`src/rtl/lzc_norm_seq_if.sv`:
```
// Operand/result handshake bundle for the sequential mantissa normalizer.
// The slave side is the normalizer and the master side is its user.
interface lzc_norm_seq_if #(
    parameter int WIDTH = 64,
    parameter int EXP_W = 12
);
    localparam int SW = $clog2(WIDTH) + 1;

    logic             valid_i;
    logic             ready_o;
    logic [WIDTH-1:0] man_i;
    logic [EXP_W-1:0] exp_i;
    logic             valid_o;
    logic             ready_i;
    logic [WIDTH-1:0] man_o;
    logic [EXP_W-1:0] exp_o;
    logic [SW-1:0]    shamt_o;
    logic             zero_o;
    logic             uf_o;

    modport slave (
        input  valid_i, man_i, exp_i, ready_i,
        output ready_o, valid_o, man_o, exp_o, shamt_o, zero_o, uf_o
    );

    modport master (
        output valid_i, man_i, exp_i, ready_i,
        input  ready_o, valid_o, man_o, exp_o, shamt_o, zero_o, uf_o
    );
endinterface

```
`src/rtl/lzc_norm_seq.sv`:
```
// Multi-cycle mantissa normalizer: scans one CHUNK-wide slice per cycle MSB-first,
// then applies a single left shift clamped so the biased exponent never goes below 0.
module lzc_norm_seq #(
    parameter int WIDTH = 64,
    parameter int CHUNK = 16,
    parameter int EXP_W = 12
) (
    input logic           clk_i,
    input logic           rst_i,
    lzc_norm_seq_if.slave bus
);
    localparam int N     = WIDTH / CHUNK;
    localparam int SW    = $clog2(WIDTH) + 1;
    localparam int CW    = $clog2(CHUNK) + 1;
    localparam int IDX_W = (N > 1) ? $clog2(N) : 1;
    localparam int MW    = (SW > EXP_W) ? SW : EXP_W;

    localparam logic [1:0] S_IDLE  = 2'd0;
    localparam logic [1:0] S_SCAN  = 2'd1;
    localparam logic [1:0] S_SHIFT = 2'd2;
    localparam logic [1:0] S_DONE  = 2'd3;

    function automatic logic [CW-1:0] lzc_chunk(input logic [CHUNK-1:0] v);
        logic [CW-1:0] n;
        logic          hit;
        n   = '0;
        hit = 1'b0;
        for (int b = CHUNK - 1; b >= 0; b--) begin
            if (!hit) begin
                if (v[b]) hit = 1'b1;
                else      n   = n + CW'(1);
            end
        end
        return n;
    endfunction

    // The applied shift saturates at the exponent so the result becomes denormal, not negative.
    function automatic logic [SW-1:0] clamp_shift(input logic [SW-1:0] acc, input logic [EXP_W-1:0] e);
        logic [MW-1:0] a;
        logic [MW-1:0] x;
        a = MW'(acc);
        x = MW'(e);
        return (a > x) ? SW'(x) : acc;
    endfunction

    logic [1:0]       r_state;
    logic [WIDTH-1:0] r_man;
    logic [EXP_W-1:0] r_exp;
    logic [IDX_W-1:0] r_idx;
    logic [SW-1:0]    r_acc;
    logic             r_valid_o;
    logic [WIDTH-1:0] r_man_o;
    logic [EXP_W-1:0] r_exp_o;
    logic [SW-1:0]    r_shamt_o;
    logic             r_zero_o;
    logic             r_uf_o;

    logic [CHUNK-1:0] w_chunk;
    logic [CW-1:0]    w_cnt;
    logic             w_chunk_zero;
    logic             w_last;
    logic [SW-1:0]    w_eff;
    logic             w_uf;

    always_comb begin
        w_chunk = '0;
        for (int c = 0; c < N; c++) begin
            if (r_idx == IDX_W'(c)) w_chunk = r_man[WIDTH-1-c*CHUNK -: CHUNK];
        end
    end

    assign w_cnt        = lzc_chunk(w_chunk);
    assign w_chunk_zero = (w_chunk == '0);
    assign w_last       = (r_idx == IDX_W'(N - 1));
    assign w_eff        = clamp_shift(r_acc, r_exp);
    assign w_uf         = (MW'(r_acc) > MW'(r_exp));

    always_ff @(posedge clk_i or posedge rst_i) begin
        if (rst_i) begin
            r_state   <= S_IDLE;
            r_man     <= '0;
            r_exp     <= '0;
            r_idx     <= '0;
            r_acc     <= '0;
            r_valid_o <= 1'b0;
            r_man_o   <= '0;
            r_exp_o   <= '0;
            r_shamt_o <= '0;
            r_zero_o  <= 1'b0;
            r_uf_o    <= 1'b0;
        end else begin
            case (r_state)
                S_IDLE: begin
                    if (bus.valid_i) begin
                        r_man   <= bus.man_i;
                        r_exp   <= bus.exp_i;
                        r_idx   <= '0;
                        r_acc   <= '0;
                        r_state <= S_SCAN;
                    end
                end
                S_SCAN: begin
                    if (w_chunk_zero && w_last) begin
                        r_man_o   <= '0;
                        r_exp_o   <= '0;
                        r_shamt_o <= '0;
                        r_zero_o  <= 1'b1;
                        r_uf_o    <= 1'b0;
                        r_valid_o <= 1'b1;
                        r_state   <= S_DONE;
                    end else if (w_chunk_zero) begin
                        r_acc <= r_acc + SW'(CHUNK);
                        r_idx <= r_idx + IDX_W'(1);
                    end else begin
                        r_acc   <= r_acc + SW'(w_cnt);
                        r_state <= S_SHIFT;
                    end
                end
                S_SHIFT: begin
                    r_man_o   <= r_man << w_eff;
                    r_exp_o   <= r_exp - EXP_W'(w_eff);
                    r_shamt_o <= w_eff;
                    r_zero_o  <= 1'b0;
                    r_uf_o    <= w_uf;
                    r_valid_o <= 1'b1;
                    r_state   <= S_DONE;
                end
                S_DONE: begin
                    if (bus.ready_i) begin
                        r_valid_o <= 1'b0;
                        r_state   <= S_IDLE;
                    end
                end
                default: r_state <= S_IDLE;
            endcase
        end
    end

    assign bus.ready_o = (r_state == S_IDLE) & ~rst_i;
    assign bus.valid_o = r_valid_o;
    assign bus.man_o   = r_man_o;
    assign bus.exp_o   = r_exp_o;
    assign bus.shamt_o = r_shamt_o;
    assign bus.zero_o  = r_zero_o;
    assign bus.uf_o    = r_uf_o;
endmodule
```
`src/flat_wrapper.sv`:
```
// flat-port wrapper written by rule: the top's interface ports become plain ports
module lzc_norm_seq_flat 
#(
    parameter int WIDTH = 64,
    parameter int CHUNK = 16,
    parameter int EXP_W = 12
)
  (clk_i, rst_i, bus_valid_i, bus_man_i, bus_exp_i, bus_ready_i, bus_ready_o, bus_valid_o, bus_man_o, bus_exp_o, bus_shamt_o, bus_zero_o, bus_uf_o);
  lzc_norm_seq_if #(.WIDTH(WIDTH), .EXP_W(EXP_W)) bus_i ();
  input logic clk_i;
  input logic rst_i;
  input wire logic [$bits(bus_i.valid_i)-1:0] bus_valid_i;
  input wire logic [$bits(bus_i.man_i)-1:0] bus_man_i;
  input wire logic [$bits(bus_i.exp_i)-1:0] bus_exp_i;
  input wire logic [$bits(bus_i.ready_i)-1:0] bus_ready_i;
  output wire logic [$bits(bus_i.ready_o)-1:0] bus_ready_o;
  output wire logic [$bits(bus_i.valid_o)-1:0] bus_valid_o;
  output wire logic [$bits(bus_i.man_o)-1:0] bus_man_o;
  output wire logic [$bits(bus_i.exp_o)-1:0] bus_exp_o;
  output wire logic [$bits(bus_i.shamt_o)-1:0] bus_shamt_o;
  output wire logic [$bits(bus_i.zero_o)-1:0] bus_zero_o;
  output wire logic [$bits(bus_i.uf_o)-1:0] bus_uf_o;
  assign bus_i.valid_i = bus_valid_i;
  assign bus_i.man_i = bus_man_i;
  assign bus_i.exp_i = bus_exp_i;
  assign bus_i.ready_i = bus_ready_i;
  assign bus_ready_o = bus_i.ready_o;
  assign bus_valid_o = bus_i.valid_o;
  assign bus_man_o = bus_i.man_o;
  assign bus_exp_o = bus_i.exp_o;
  assign bus_shamt_o = bus_i.shamt_o;
  assign bus_zero_o = bus_i.zero_o;
  assign bus_uf_o = bus_i.uf_o;
  lzc_norm_seq #(.WIDTH(WIDTH), .CHUNK(CHUNK), .EXP_W(EXP_W)) u_core (.clk_i(clk_i), .rst_i(rst_i), .bus(bus_i));
endmodule
```
`config.mk`:
```
export PLATFORM = sky130hd
export DESIGN_NAME = lzc_norm_seq_flat
export DESIGN_NICKNAME = d
export VERILOG_FILES = /design/src/rtl/lzc_norm_seq_if.sv /design/src/rtl/lzc_norm_seq.sv /design/src/flat_wrapper.sv
export SDC_FILE = /design/constraint.sdc
export NUM_CORES = 1
export LEC_CHECK = 0
export BUFFER_PORTS_ARGS = -buffer_cell sky130_fd_sc_hd__buf_2
export CAP_MARGIN = 15
export CORE_MARGIN = 3
export CORE_UTILIZATION = 50
export DETAILED_ROUTE_END_ITERATION = 8
export PLACE_DENSITY = 0.7
export SYNTH_ARGS = -nofsm -noshare
export SYNTH_HDL_FRONTEND = slang
export SYNTH_SLANG_ARGS = --single-unit
```
`constraint.sdc`:
```
create_clock -name clk_i -period 9.7 [get_ports clk_i]
set_clock_uncertainty 0.05 [all_clocks]
set_input_delay 0.97 -clock clk_i [delete_from_list [all_inputs] [get_ports clk_i]]
set_output_delay 0.97 -clock clk_i [all_outputs]
set_load 0.1 [all_outputs]
```
* Yosys cells after proc, flatten, opt, wreduce, memory -nomap -nowiden
Cells that the tools add are included. Widths: inputs -> output; s select.
Operators by class: $add $sub $neg 19, $mul 0, divide/modulo/power cells 0, $lt $le $gt $ge 1, equal/unequal tests 12, shift-type cells 1, multiplexer cells 90, bitwise gates (word level) 2, reduce and logical (&&, ||, !) cells 13
Operator list (count):
- $mux 5 | 30
- $pmux 64 s2 | 1
- $add 5x1->5 const B | 14
- $mux 16 | 4
- $mux 64 | 1
- $shl 64x7->64 | 1
- $mux 7 | 5
- $mux 1 | 33
- $pmux 7 s2 | 2
- $pmux 12 s2 | 1
- $logic_not 16->1 | 1
- $mux 2 | 7
- $gt 7x12->1 | 1
- $mux 12 | 1
- $sub 12x7->12 | 1
- $reduce_and 3->1 | 3
- $eq 2x2->1 const B | 4
- $pmux 2 s4 | 1
- $add 7x5->7 | 1
- $add 7x5->7 const B | 1
- $ne 2x2->1 const B | 3
- $eq 2x1->1 const B | 2
- $logic_not 2->1 | 2
- $ne 2x1->1 const B | 2
- 13 further kinds | 16
Storage, ports and cells: register bits 173, latch bits 0, RAM bits 0, ROM bits 0, output and inout port bits 87, memories kept 0

* Logic depth before layout (Yosys ltp)
depth in word-level cells 55, depth in mapped cells 49

* Least setup slack after synthesis
No wires, ideal clock.
path kind register -> register, start point register u_core.r_idx[0], end point register u_core.r_acc[5], setup time 82 ps, data arrival time 7807 ps, required time 9568 ps, path slack 1761 ps, stages on the path, launching flop included 49, path through dfrtp_1 ha_1 buf_6 buf_6 a211oi_2 a211oi_1 or2_1 nor2_1 nor2_1 ha_1 mux2i_1 o21ai_0 nand2_1 ha_1 nand2_1 o211ai_1 o21ai_0 a21oi_1 (+13 left out) ha_1 mux2i_1 a21oi_1 ha_1 mux2i_1 nand2_1 o211ai_1 o21a_1 o21ai_0 ha_1 a21o_1 a21o_1 a21o_1 a21oi_1 inv_1 o21ai_0 a21oi_1 o22ai_1
On the way: word-level cells in the longest chain between the ends 55, elaborated cells on any way between the ends 91
RTL lines:
- start: declaration | line lzc_norm_seq.sv:49 | logic [IDX_W-1:0] r_idx;
- start signal: assignment | line lzc_norm_seq.sv:113 | r_idx <= r_idx + IDX_W'(1);
- $logic_not 2->1 | line lzc_norm_seq.sv:68 | if (r_idx == IDX_W'(c)) w_chunk = r_man[WIDTH-1-c*CHUNK -: CHUNK];
- $mux 16 (4 in series) | line lzc_norm_seq.sv:68
- $mux 1 | line lzc_norm_seq.sv:30 | if (v[b]) hit = 1'b1;
- $add 1x1->2 | line lzc_norm_seq.sv:31 | else n = n + CW'(1);
- $mux 5 | line lzc_norm_seq.sv:30
- $mux 5 | line lzc_norm_seq.sv:29 | if (!hit) begin
- $add 5x1->5 | line lzc_norm_seq.sv:31
- $mux 5 | line lzc_norm_seq.sv:30
- (+36 left out)
- $mux 5 | line lzc_norm_seq.sv:29
- $add 5x1->5 | line lzc_norm_seq.sv:31
- $mux 5 | line lzc_norm_seq.sv:30
- $mux 5 | line lzc_norm_seq.sv:29
- $add 7x5->7 | line lzc_norm_seq.sv:115 | r_acc <= r_acc + SW'(w_cnt);
- $mux 7 | line lzc_norm_seq.sv:111 | end else if (w_chunk_zero) begin
- $mux 7 | line lzc_norm_seq.sv:103 | if (w_chunk_zero && w_last) begin
- $pmux 7 s2 | line lzc_norm_seq.sv:92 | case (r_state)
- end signal: assignment | line lzc_norm_seq.sv:112 | r_acc <= r_acc + SW'(CHUNK);
- end signal: assignment | line lzc_norm_seq.sv:115
- end: declaration | line lzc_norm_seq.sv:50 | logic [SW-1:0] r_acc;
Several ways; a longest one is shown, not always the timed one. The select of a mux whose other input is x is not followed. A chain may end at the register's enable or synchronous reset.

* Worst setup path in the final report
start point register u_core.r_idx[1], end point register u_core.r_acc[5]
Same word-level chain as after synthesis.

==> summary.txt <==
status: complete, no violations
met3 Use GR: 0.0425
Clock transition at path regs: 0.07 ns
CTS root buf: clkbuf_16
worst hold path class: reg -> reg
Chip Height: 170 um
Netlist Area Pre-Place: 13500 um2
final WL: 41800 um
layout cell share with drive strength beyond 1: 0.255
max-cap violations: 0
number of synthesized flops with an enable pin: 0
f_max: 112 MHz
Die ar.: 29000 um2
Clock Latency Late Sink: 0.45 ns
initial antenna violation count: 0
cts hold-fix bufs: 0
Post-synth ARST share: 1.00
Synth Flop Type: dfrtp_1
final hold vios: 0
initial DRC count: 1197
Antenna Cells: 0
crit path DAT: 9.25 ns
met2 usage: 0.447
total grt overflow: 0
DRC violation count after routing: 0
Top cell by count, worst path: ha_1
Initial Util: 0.514
Nets: 1630
via count: 11900
P&R area growth vs syn: 11.4%
Final GP Congestion: 0.926
first-pass GRT wire length: 64800 um
largest net degree at the start of global routing: 109
Req. time, crit path: 10.02 ns
ANT nets after route: 0
Clock Path Buffers: 2
Seq/Total Area, Yosys: 0.320
synthesized netlist cell count: 1405
synthesized flop and latch total: 173
Fill cells: 2292
CP max FO: 23
YS warnings: 0
Cell variety after synth: 88
area leader, netlist: dfrtp_1
Tmin final: 8.93 ns
die width: 170 um
1st-pass router iterations: 6
PortBufs: 166
CTS buffer count: 17
Max Slew Vio Count: 0
Mean Syn Cell Area: 9.62 um2
RSZ-0062 raised after global routing: false
Max-slew headroom: 0.326
kind of critical path: reg -> reg
slowest stage delay, CP: 0.41 ns
IO Count: 167
TritonCTS clock tree: yes
dominant cells by area after synthesis: dfrtp_1 (32%), mux2i_1 (12%), mux2_2 (8.6%)
Core Rows: 59
final number of setup-violating endpoints: 0
vias in the first global route: 11300
crit start category: register
CTS H-tree depth: 4
met1 usage: 0.407
CP max stage cell: dfrtp_1
period utilisation layout: 0.921
dpl hpwl: 30800 um
Slew @ Worst Pin: 1.01 ns
top-area cell type share of the netlist area: 0.320
clk sinks: 173
Synth Net Count: 1528
Final TNS setup: 0 ns
GRT Max-Usage Layer: met2
core footprint: 26300 um2
DR vias/cell: 6.41
gr usage total: 0.284
Setup crit end kind: register
per-cell routed wire length: 22.5 um
==> kinds of logic after synthesis <==
logic type	after synthesis	share of synthesized area
buf+inv	141	0.0468
simple gates	393	0.144
mux	293	0.255
fa+ha+maj	45	0.0424
xor+xnor	30	0.0227
flops	173	0.320
compound gates	330	0.169
==> per-layer routing <==
metal	share of wire	vias up
met5	0	-
met1	0.44	5804
met4	0.022	0
met2	0.46	593
met3	0.076	72
li1	-	5426
==> cell usage after synthesis (12+ instances only) <==
cell,n
dfrtp_1,173
xor2_1,12
inv_1,37
a22oi_1,18
nor2b_1,19
mux4_2,28
a21oi_1,50
ha_1,41
nor2_1,53
mux2i_1,159
a211oi_1,26
a22o_1,21
and2_1,15
and3_1,16
a21o_1,14
mux2_2,103
o21ai_0,77
nor3_1,17
xnor2_1,14
o21ai_1,12
a221o_1,13
o211ai_1,17
buf_1,12
nand2_1,182
buf_2,23
nand3_1,23
clkbuf_1,49
==> registers in the layout, indices dropped and copies added, names as in the netlist <==
register,flops
u_core.bus.man_o,64
u_core.r_man,64
u_core.bus.exp_o,12
u_core.r_exp,12
u_core.bus.shamt_o,7
u_core.r_acc,7
u_core.r_idx,2
u_core.r_state,2
u_core.bus.uf_o,1
u_core.bus.valid_o,1
u_core.bus.zero_o,1
==> metrics by stage <==
step	utilization	worst slack [ns]	instance area [um2]	instances	hold WS, ns
5_1_grt	0.573	0.0350	15100	1855	0.459
3_3_place_gp	0.550	0.993	14500	1823	0.409
3_5_place_dp	0.550	0.742	14500	1823	0.417
2_1_floorplan	-	1.76	13500	1405	0.452
6_report	0.573	0.769	15100	1855	0.430
4_1_cts	0.572	0.685	15000	1855	0.434
==> area by class of cell <==
type,instances,area (um2),share of cell area
clock buffer,18,429,0.0285
clock inverter,14,153,0.0101
inverter,42,163,0.0108
multi-input combinational,1091,8620,0.572
sequential,173,4330,0.287
tap,335,419,0.0278
timing repair buffer,182,951,0.0631
==> final timing paths <==
path | startpoint | end | slack (ns) | cells past startpoint
max | u_core.r_idx[1]$_DFFE_PP0P_ | u_core.r_acc[5]$_DFFE_PP0P_ | 0.77 | 46
min | u_core.bus.exp_o[2]$_DFFE_PP0P_ | u_core.bus.exp_o[2]$_DFFE_PP0P_ | 0.43 | 2
max reg2reg | u_core.r_idx[1]$_DFFE_PP0P_ | u_core.r_acc[5]$_DFFE_PP0P_ | 0.77 | 46
min reg2reg | u_core.bus.exp_o[2]$_DFFE_PP0P_ | u_core.bus.exp_o[2]$_DFFE_PP0P_ | 0.43 | 2
max in group asynchronous | rst_i | u_core.bus.man_o[38]$_DFFE_PP0P_ | 7.49 | 3
min in group asynchronous | rst_i | u_core.r_man[5]$_DFFE_PP0P_ | 0.68 | 2
==> critical path: cells and delay by family, from the launching register on <==
kind                       cells  cell delay (ns)
muxes                          3             0.61
and+or+nand+nor                5             0.76
buffers and inverters          7             0.76
AOI/OAI and AO/OA             21             3.23
DFF                            1             0.41
adders and majority gates      9             2.87
xor gates and xnor gates       1             0.13
==> cells in the final DEF (no fill, tap or decap), types with 8 or more instances in the layout <==
cell type	instances
o21ai_0	74
nor3b_1	8
buf_4	16
mux4_2	28
a22o_1	21
buf_2	166
nand2_1	181
xnor2_1	14
and2_1	15
ha_1	38
mux2_2	103
xor2_1	12
o221ai_1	8
o21ai_1	14
nor4_1	8
a221o_1	13
a211oi_1	25
a21oi_1	49
nor2b_1	19
a31oi_1	9
clkbuf_16	17
nor2_1	52
nand2b_1	10
and3_1	16
mux2i_1	158
nand3_1	23
dfrtp_1	173
nand3b_1	10
o21a_1	11
a22oi_1	17
nor3_1	17
a21o_1	14
inv_1	35
o211ai_1	17
==> what timing repair did <==
item / 4_1_cts / 5_1_grt
gates resized for setup: 0 / 7
buffers inserted: 0 / 0
setup endpoints to repair: 0 / 3
endpoints found under the hold margin: 0 / 0
Power is not shown: default switching activity piles up to over one toggle a cycle in this logic, so the estimate is an artifact.
